## config.mk

```make
export PLATFORM = sky130hd
export DESIGN_NAME = mul8_sched
export DESIGN_NICKNAME = d
export VERILOG_FILES = /design/src/rtl/mul8_sched_pkg.sv /design/src/rtl/mul8_sched_array4.sv /design/src/rtl/mul8_sched.sv
export SDC_FILE = /design/constraint.sdc
export NUM_CORES = 1
export LEC_CHECK = 0
export CORE_MARGIN = 2
export CORE_UTILIZATION = 50
export DETAILED_ROUTE_END_ITERATION = 16
export PLACE_DENSITY = 0.74
export SETUP_SLACK_MARGIN = 0.2
export SYNTH_ARGS = -nofsm -noshare
export SYNTH_HDL_FRONTEND = slang
export SYNTH_HIERARCHICAL = 1
export SYNTH_SLANG_ARGS = --single-unit
```

## constraint.sdc

```tcl
create_clock -name clk -period 7.9 [get_ports clk]
set_input_delay 0.79 -clock clk [delete_from_list [all_inputs] [get_ports clk]]
set_output_delay 0.79 -clock clk [all_outputs]
set_load 0.02 [all_outputs]
```

## src/rtl/mul8_sched_pkg.sv

```systemverilog
// mul8_sched_pkg
// Shared definitions for the time-shared 8x8 multiplier:
//   - NIB       : nibble width of the shared partial-product multiplier
//   - state_e   : controller states (IDLE, four accumulate phases, DONE)
//   - SH_P0..P3 : left-shift applied to each phase's nibble product
package mul8_sched_pkg;

    localparam int NIB = 4;

    typedef enum logic [2:0] {
        ST_IDLE = 3'd0,
        ST_P0   = 3'd1,
        ST_P1   = 3'd2,
        ST_P2   = 3'd3,
        ST_P3   = 3'd4,
        ST_DONE = 3'd5
    } state_e;

    // Weight of each partial product: lo*lo, hi*lo, lo*hi, hi*hi.
    localparam int SH_P0 = 0;
    localparam int SH_P1 = 4;
    localparam int SH_P2 = 4;
    localparam int SH_P3 = 8;

endpackage

```

## src/rtl/mul8_sched_array4.sv

```systemverilog
// array4
// Purely combinational 4x4 unsigned array multiplier.
// Ports:
//   x : multiplicand nibble (unsigned)
//   y : multiplier nibble (unsigned)
//   p : 8-bit unsigned product x*y
module array4
    import mul8_sched_pkg::*;
(
    input  logic [NIB-1:0]   x,
    input  logic [NIB-1:0]   y,
    output logic [2*NIB-1:0] p
);

    // One shifted row of x per bit of y; the rows are then summed.
    logic [2*NIB-1:0] rows [NIB];

    genvar gi;
    generate
        for (gi = 0; gi < NIB; gi++) begin : g_row
            assign rows[gi] = y[gi] ? ({{NIB{1'b0}}, x} << gi) : '0;
        end
    endgenerate

    // The product of two NIB-bit values always fits in 2*NIB bits,
    // so dropping the carry of this sum is safe.
    always_comb begin
        p = '0;
        for (int i = 0; i < NIB; i++) begin
            p = p + rows[i];
        end
    end

endmodule

```

## src/rtl/mul8_sched.sv

```systemverilog
// mul8_sched
// 8x8 unsigned multiplier that reuses a single 4x4 multiplier over four
// cycles, accumulating the shifted nibble products into a 16-bit register.
// Ports:
//   clk       : clock, all state changes on the rising edge
//   rst       : synchronous active-high reset
//   in_valid  : operand pair a/b presented
//   in_ready  : high only in IDLE; accept = in_valid && in_ready
//   a, b      : unsigned operands, captured on accept
//   out_valid : high in DONE, product on c
//   out_ready : consumer takes product; DONE -> IDLE
//   c         : product (accumulator), holds last product while IDLE
//   busy      : high in any state other than IDLE
module mul8_sched #(
    parameter int W   = 8,
    parameter int NIB = W / 2
) (
    input  logic           clk,
    input  logic           rst,
    input  logic           in_valid,
    output logic           in_ready,
    input  logic [W-1:0]   a,
    input  logic [W-1:0]   b,
    output logic           out_valid,
    input  logic           out_ready,
    output logic [2*W-1:0] c,
    output logic           busy
);

    import mul8_sched_pkg::*;

    state_e         state_q, state_d;
    logic [W-1:0]   a_q, a_d;
    logic [W-1:0]   b_q, b_d;
    logic [2*W-1:0] acc_q, acc_d;

    logic [NIB-1:0]   nib_a, nib_b;
    logic [2*NIB-1:0] nib_prod;
    logic [3:0]       shamt;
    logic [2*W-1:0]   pp_shifted;

    // Operand nibble and weight selection for the current phase. Outside
    // the accumulate phases the selection is don't-care; P0's choice is
    // used so the mux stays simple.
    always_comb begin
        nib_a = a_q[NIB-1:0];
        nib_b = b_q[NIB-1:0];
        shamt = 4'(SH_P0);
        case (state_q)
            ST_P1: begin
                nib_a = a_q[W-1:NIB];
                nib_b = b_q[NIB-1:0];
                shamt = 4'(SH_P1);
            end
            ST_P2: begin
                nib_a = a_q[NIB-1:0];
                nib_b = b_q[W-1:NIB];
                shamt = 4'(SH_P2);
            end
            ST_P3: begin
                nib_a = a_q[W-1:NIB];
                nib_b = b_q[W-1:NIB];
                shamt = 4'(SH_P3);
            end
            default: begin
                nib_a = a_q[NIB-1:0];
                nib_b = b_q[NIB-1:0];
                shamt = 4'(SH_P0);
            end
        endcase
    end

    array4 u_array4 (
        .x (nib_a),
        .y (nib_b),
        .p (nib_prod)
    );

    assign pp_shifted = {{W{1'b0}}, nib_prod} << shamt;

    always_comb begin
        state_d = state_q;
        a_d     = a_q;
        b_d     = b_q;
        acc_d   = acc_q;
        case (state_q)
            ST_IDLE: begin
                if (in_valid) begin
                    a_d     = a;
                    b_d     = b;
                    acc_d   = '0;
                    state_d = ST_P0;
                end
            end
            ST_P0: begin
                acc_d   = acc_q + pp_shifted;
                state_d = ST_P1;
            end
            ST_P1: begin
                acc_d   = acc_q + pp_shifted;
                state_d = ST_P2;
            end
            ST_P2: begin
                acc_d   = acc_q + pp_shifted;
                state_d = ST_P3;
            end
            ST_P3: begin
                // Largest possible sum is 0xFE01, so 16 bits never overflow.
                acc_d   = acc_q + pp_shifted;
                state_d = ST_DONE;
            end
            ST_DONE: begin
                // Return to IDLE only; a new accept needs a separate cycle.
                if (out_ready) begin
                    state_d = ST_IDLE;
                end
            end
            default: begin
                state_d = ST_IDLE;
            end
        endcase
    end

    always_ff @(posedge clk) begin
        if (rst) begin
            state_q <= ST_IDLE;
            a_q     <= '0;
            b_q     <= '0;
            acc_q   <= '0;
        end else begin
            state_q <= state_d;
            a_q     <= a_d;
            b_q     <= b_d;
            acc_q   <= acc_d;
        end
    end

    assign in_ready  = (state_q == ST_IDLE);
    assign out_valid = (state_q == ST_DONE);
    assign busy      = (state_q != ST_IDLE);
    assign c         = acc_q;

endmodule

```

==> impl_metrics.yaml, run 1 <==
setup_path:
  cp.required_ns: 8.08
  r2r_cells: 21
  cp-start-kind: "flip-flop"
  cp_num_buf_inv: 2
  end_kind: "flip-flop"
  path_cells: "nor2b_1 -> nand2_1 -> nand2_1 -> mux2_2 -> and2_1 -> fa_1 -> inv_1 -> fa_1 -> inv_1 -> ha_1 -> fa_1 -> a21o_1 -> a21oi_2 -> xnor2_1 -> a32o_1 -> ha_1 -> and3_2 -> a31oi_1 -> nor2b_1 -> or4_1 -> a32o_1"
  regToRegSetupSlack_ns: 1.80
  arrival_ns: 6.29
  cp_slowest_cell: "dfxtp_1"
  critPathKind: "reg -> reg"
  critPathMaxFanout: 12
  crit_path_frequent_cell: "fa_1"
  max_stage_delay_ns: 0.56
  timing.rr.start: "state_q[1]"
  rr_endpoint: "c[13]"
  critical_path.top_delay_family: "adder cells"
sta:
  hold_viol: 0
  fmax_mhz: 164
  skew_ns: 0.00951
  worst_slew_pin_slew_ns: 0.659
  final.min_clock_period_ns: 6.10
  setup_viol: 0
  slew_headroom_pct: 56.0
  min_period_over_period_pct: 77.2
  rsz0062_at_grt: "false"
  final_max_slew_viol_count: 0
  worst_slack_ns: 1.80
  tns_ns: 0
layout:
  syn_to_final_growth_pct: 17.5
  fin_nets: 423
  layout_commonest_cell: "nand2_1"
  multi_input_comb_area_mm2: 0.00191
  antenna_cells_inserted: 0
  layout-drive-gt1-share_pct: 7.24
  n_fill_cell: 477
  register_area_um2: 701
  mostFrequentLayoutCells: "nand2_1 (67), clkdlybuf4s50_1 (38), a21oi_1 (36), dfxtp_1 (35), ha_1 (25)"
logic_synthesis:
  ys.flop_type: "dfxtp_1"
  syn_avg_cell_area_um2: 8.00
  synth_top_area_share_pct: 25.7
  synth_edf_count: 0
  yosysWarnings: 6
  yosysTopAreaCell: "dfxtp_1"
  syn_inst: 341
  ys_seq_area_share_pct: 25.7
  ys_types: 54
  ys_async_sr_fraction_pct: 0
  ys_top_cells_by_area: "dfxtp_1 (26%), ha_1 (11%), nand2_1 (9.2%)"
  synth_nets: 392
  syn_area_mm2: 0.00273
  synth_seq_cells: 35
floorplan:
  die-width_um: 77.8
  initial_core_util_pct: 52.7
  die-area_mm2: 0.00606
  dieHeight_um: 77.8
  rows: 26
  core_area_mm2: 0.00517
  ioPinCount: 39
outcome:
  outcome: "finished clean"
detailed_routing:
  vias_per_cell: 5.57
  route.detailed.drc: 0
  wire_per_inst_um: 14.4
  first_pass_iters: 4
  wirelength_mm: 6.39
  drt.antenna.violating_nets: 0
  vias: 2466
  drt_iter0_drc: 176
clock_tree:
  insertion_delay_ns: 0.29
  cts_tree: "built"
  clockBufferDepth: 2
  clk_pin_slew_worst_paths_ns: 0.08
  cts_root_buffer: "clkbuf_8"
  cts_resized: 0
  cts_hold_buf: 0
  cts_post_setup_buffers_inserted: 0
  cts_buffers: 5
  clock_sink_count: 35
  h-tree-depth: 2
placed_design:
  pre_cts_slack_ns: 1.87
  portBuffers: 38
  dp_hpwl_mm: 4.98
  finalWeightedCongestion: 0.916
global_route:
  grt_pass1_vias: 2346
  antenna_found_initial: 0
  grt_pass1_wl_mm: 11.0
  grt.overflow.total: 0
  track_usage_pct: 22.7
  grt_max_degree: 31
min_path:
  worst_hold_path_type: "reg -> reg"
  holdPathEnd: "a_q[3]"
  hold_path.startpoint: "a_q[3]"
  whs_path_depth: 2
pwr:
  peakVddDrop_v: 0.0000900
  p_leak_nw: 1.36
  power_density_mw_per_mm2: 149
job:
  max-cap-violations: 0
[routing by layer]
layer	track usage [%]	share of wire, %	vias to the layer above
met5	0	0	-
met4	7.14	1.1	0
met1	33.4	50	1135
met3	3.37	4.1	6
li1	-	-	1267
met2	34.0	44	58
[tightest hold or removal path: cells and delay by family (launching register included)]
family | cells | cell delay [ns]
AO/OA/AOI/OAI | 1 | 0.05
flip-flops | 1 | 0.31
AND/OR/NAND/NOR | 1 | 0.05
[registers in the layout (all words and copies together) (netlist names)]
name and cells:
a_q 8, b_q 8, c 16, state_q 3
[power breakdown]
part	switching, mW	total [mW]	internal [mW]
logic	0.0873	0.149	0.0614
registers	0.0120	0.201	0.189
clock network	0.0675	0.129	0.0616
[kinds of logic after synthesis]
family / share of synthesized area, %
simple gates: 22.7
flops: 25.7
buf+inv: 4.41
compound gates: 22.9
fa+ha+maj: 15.9
xor+xnor: 5.09
mux: 3.30
[synth_stat cells (all sizes together) (3+ instances only)]
master  count
nand2      67
a21oi      38
dfxtp      35
ha         25
and2       18
nor2       18
o21ai      13
inv        10
xnor2       9
clkbuf      8
mux2        8
a21o        7
buf         7
a32o        6
and3        6
fa          6
xor2        6
a22oi       5
nand3       5
nor2b       5
a211oi      4
o211ai      4
o22ai       4
a31oi       3
[worst max path at each step]
stage               endpoint  cells after the start  startpoint  slack (ns)
floorplan              c[13]                     23  state_q[1]        2.35
global placement       c[13]                     21  state_q[1]        2.02
detailed placement     c[13]                     21  state_q[1]        1.87
CTS                    c[13]                     21  state_q[1]        1.83
global route           c[13]                     23  state_q[1]        1.31
finish                 c[13]                     21  state_q[1]        1.80
[layout make-up]
type / instances / share of cell area (%)
Clock inverter: 2 / 0.390
Clock buffer: 6 / 2.26
Timing Repair Buffer: 39 / 12.1
Sequential cell: 35 / 21.9
Tap cell: 70 / 2.73
Inverter: 10 / 1.17
Multi-Input combinational cell: 281 / 59.5
[per-stage QoR]
stage | std cells | hold slack [ns] | cell area (um^2) | power, mW | util [%]
finish | 443 | 0.453 | 3200 | 0.479 | 61.9
detailed placement | 435 | 0.445 | 3120 | 0.353 | 60.3
global placement | 435 | 0.441 | 3120 | 0.351 | 60.3
CTS | 443 | 0.455 | 3200 | 0.484 | 61.9
global route | 443 | 0.478 | 3200 | 0.512 | 61.9
floorplan | 341 | 0.431 | 2730 | 0.311 | -
(Power assumes the default switching activity.)
==> inputs of run 2 (changes only) <==
Settings changed: PLACE_DENSITY 0.74 to 0.77.
Clock period 7.9 ns to 5.56 ns, I/O delays scaled along.
==> run 2 against run 1 <==
Against the previous run: sequential power up 41%; final area increased by 8.6%; clock-buffer cell count decreased by 1; die area unchanged; non-clock buffer count is 18 higher; routed wire length up 5.2%; sequential cell count unchanged; critical endpoint unchanged; largest cell class unchanged.
==> impl_metrics.yaml, run 2 (synthesized netlist as in run 1, its figures left out) <==
layout:
  layout_commonest_cell: "nand2_1"
  antenna_cells_inserted: 0
  largest_reg_flops: 16
  fin_nets: 441
  syn_to_final_growth_pct: 27.6
  layout-drive-gt1-share_pct: 17.4
  mostFrequentLayoutCells: "nand2_1 (63), clkdlybuf4s50_1 (38), a21oi_1 (34), dfxtp_1 (32), ha_1 (23)"
  n_fill_cell: 430
clock_tree:
  cts_root_buffer: "clkbuf_8"
  clock_sink_count: 35
  clk_pin_slew_worst_paths_ns: 0.08
  cts_hold_buf: 0
  clockBufferDepth: 2
  cts_tree: "built"
  h-tree-depth: 2
  cts_buffers: 5
  insertion_delay_ns: 0.29
sta:
  final.min_clock_period_ns: 5.21
  final_max_slew_viol_count: 0
  worst_slew_pin_slew_ns: 0.550
  fmax_mhz: 192
  hold_viol: 0
  min_period_over_period_pct: 93.8
  skew_ns: 0.00458
  rsz0062_at_grt: "true"
  setup_viol: 0
  slew_headroom_pct: 63.3
  tns_ns: 0
global_route:
  grt_pass1_wl_mm: 10.6
  track_usage_pct: 21.6
  antenna_found_initial: 0
  grt_pass1_vias: 2274
  grt.overflow.total: 0
  grt_max_degree: 31
setup_path:
  critPathKind: "reg -> reg"
  cp-start-kind: "flip-flop"
  worstSetupEndpoint: "c[13]"
  path_cells: "nor2b_4 -> nand2_2 -> nand2_4 -> mux2_4 -> and2_4 -> fa_1 -> inv_2 -> fa_1 -> inv_1 -> ha_2 -> fa_2 -> a21o_1 -> a21oi_2 -> xnor2_2 -> o22ai_1 -> a21oi_1 -> ha_1 -> nand2_2 -> o21ai_2 -> o21bai_1 -> a21oi_2 -> or4_1 -> a32o_1"
  r2r_cells: 23
  cp-startpoint: "state_q[1]"
  timing.rr.start: "state_q[1]"
  cp_slowest_cell: "fa_1"
  end_kind: "flip-flop"
  max_stage_delay_ns: 0.54
  critPathMaxFanout: 4
  rr_endpoint: "c[13]"
  arrival_ns: 5.41
  cp.required_ns: 5.75
  regToRegSetupSlack_ns: 0.35
pwr:
  p_leak_nw: 1.48
  power_density_mw_per_mm2: 209
  finalPower_mw: 0.728
  peakVddDrop_v: 0.000182
detailed_routing:
  drt_iter0_drc: 149
  drt.antenna.violating_nets: 0
  vias: 2558
  route.detailed.drc: 0
  vias_per_cell: 5.55
  first_pass_iters: 4
  wirelength_mm: 6.72
  wire_per_inst_um: 14.6
floorplan:
  die-area_mm2: 0.00606
  rows: 26
  ioPinCount: 39
  dieHeight_um: 77.8
  die-width_um: 77.8
  initial_core_util_pct: 52.7
  core_area_mm2: 0.00517
job:
  max-cap-violations: 0
min_path:
  worst_hold_path_type: "reg -> reg"
placed_design:
  finalWeightedCongestion: 0.885
  portBuffers: 38
  dp_hpwl_mm: 4.88
outcome:
  outcome: "finished clean"
-- run 2: cell types whose count changed in the layout (fill, tap and decap cells not counted), sizes merged --
cell,before,now
clkinvlp,1,2
clkbuf,6,5
buf,1,19
-- run 2: worst max-delay path: cells and delay by family (launching register included) --
family / cells / cell delay, ns
adders and majority gates: 5 / 1.86
AOI/OAI and AO/OA: 8 / 1.18
and+or+nand+nor: 6 / 1.15
DFF: 1 / 0.38
muxes: 1 / 0.31
xor gates and xnor gates: 1 / 0.16
buffers and inverters: 2 / 0.08
-- run 2: worst min path at each step --
stage,startpoint,end,cells after the start
detailed placement,b_q[5],b_q[5],2
finish,a_q[0],a_q[0],2
floorplan,b_q[0],b_q[0],2
global route,a_q[0],a_q[0],2
CTS,a_q[0],a_q[0],2
global placement,a_q[4],a_q[4],2
-- run 2: where the power goes --
part	switching (mW)	internal [mW]	total [mW]
registers	0.0152	0.269	0.284
clock network	0.102	0.0872	0.189
logic	0.140	0.115	0.255
total	0.257	0.471	0.728
-- run 2: what timing repair did --
action | 4_1_cts | 5_1_grt
resized for setup | 3 | 31
pin swaps | 3 | 19
setup buffers | 1 | 13
setup endpoints to repair | 3 | 7
-- run 2: metrics by stage --
step	worst slack, ns	utilization (%)	hold slack [ns]	cells	cell area (um^2)
finish	0.345	67.3	0.462	461	3480
global route	0.124	67.3	0.472	461	3480
CTS	0.200	63.4	0.461	448	3280
detailed placement	0.0789	61.4	0.447	439	3170
global placement	0.208	61.4	0.440	439	3170
floorplan	0.208	-	0.431	341	2760
-- run 2: area by class of cell --
class	instances	area [um^2]	share of cell area, %
Multi-Input combinational cell	281	2030	58.2
Sequential cell	35	709	20.4
Timing Repair Buffer	57	531	15.2
Tap cell	70	87.6	2.52
Clock buffer	5	68.8	1.98
Inverter	10	37.5	1.08
Clock inverter	3	20.0	0.575
-- run 2: per-layer routing --
layer | wire [um] | share of wire, % | global-route usage, %
met1 | 3220 | 48 | 31.0
met2 | 3100 | 46 | 33.1
met3 | 299 | 4.4 | 3.49
met4 | 97 | 1.4 | 6.25
met5 | 0 | 0 | 0
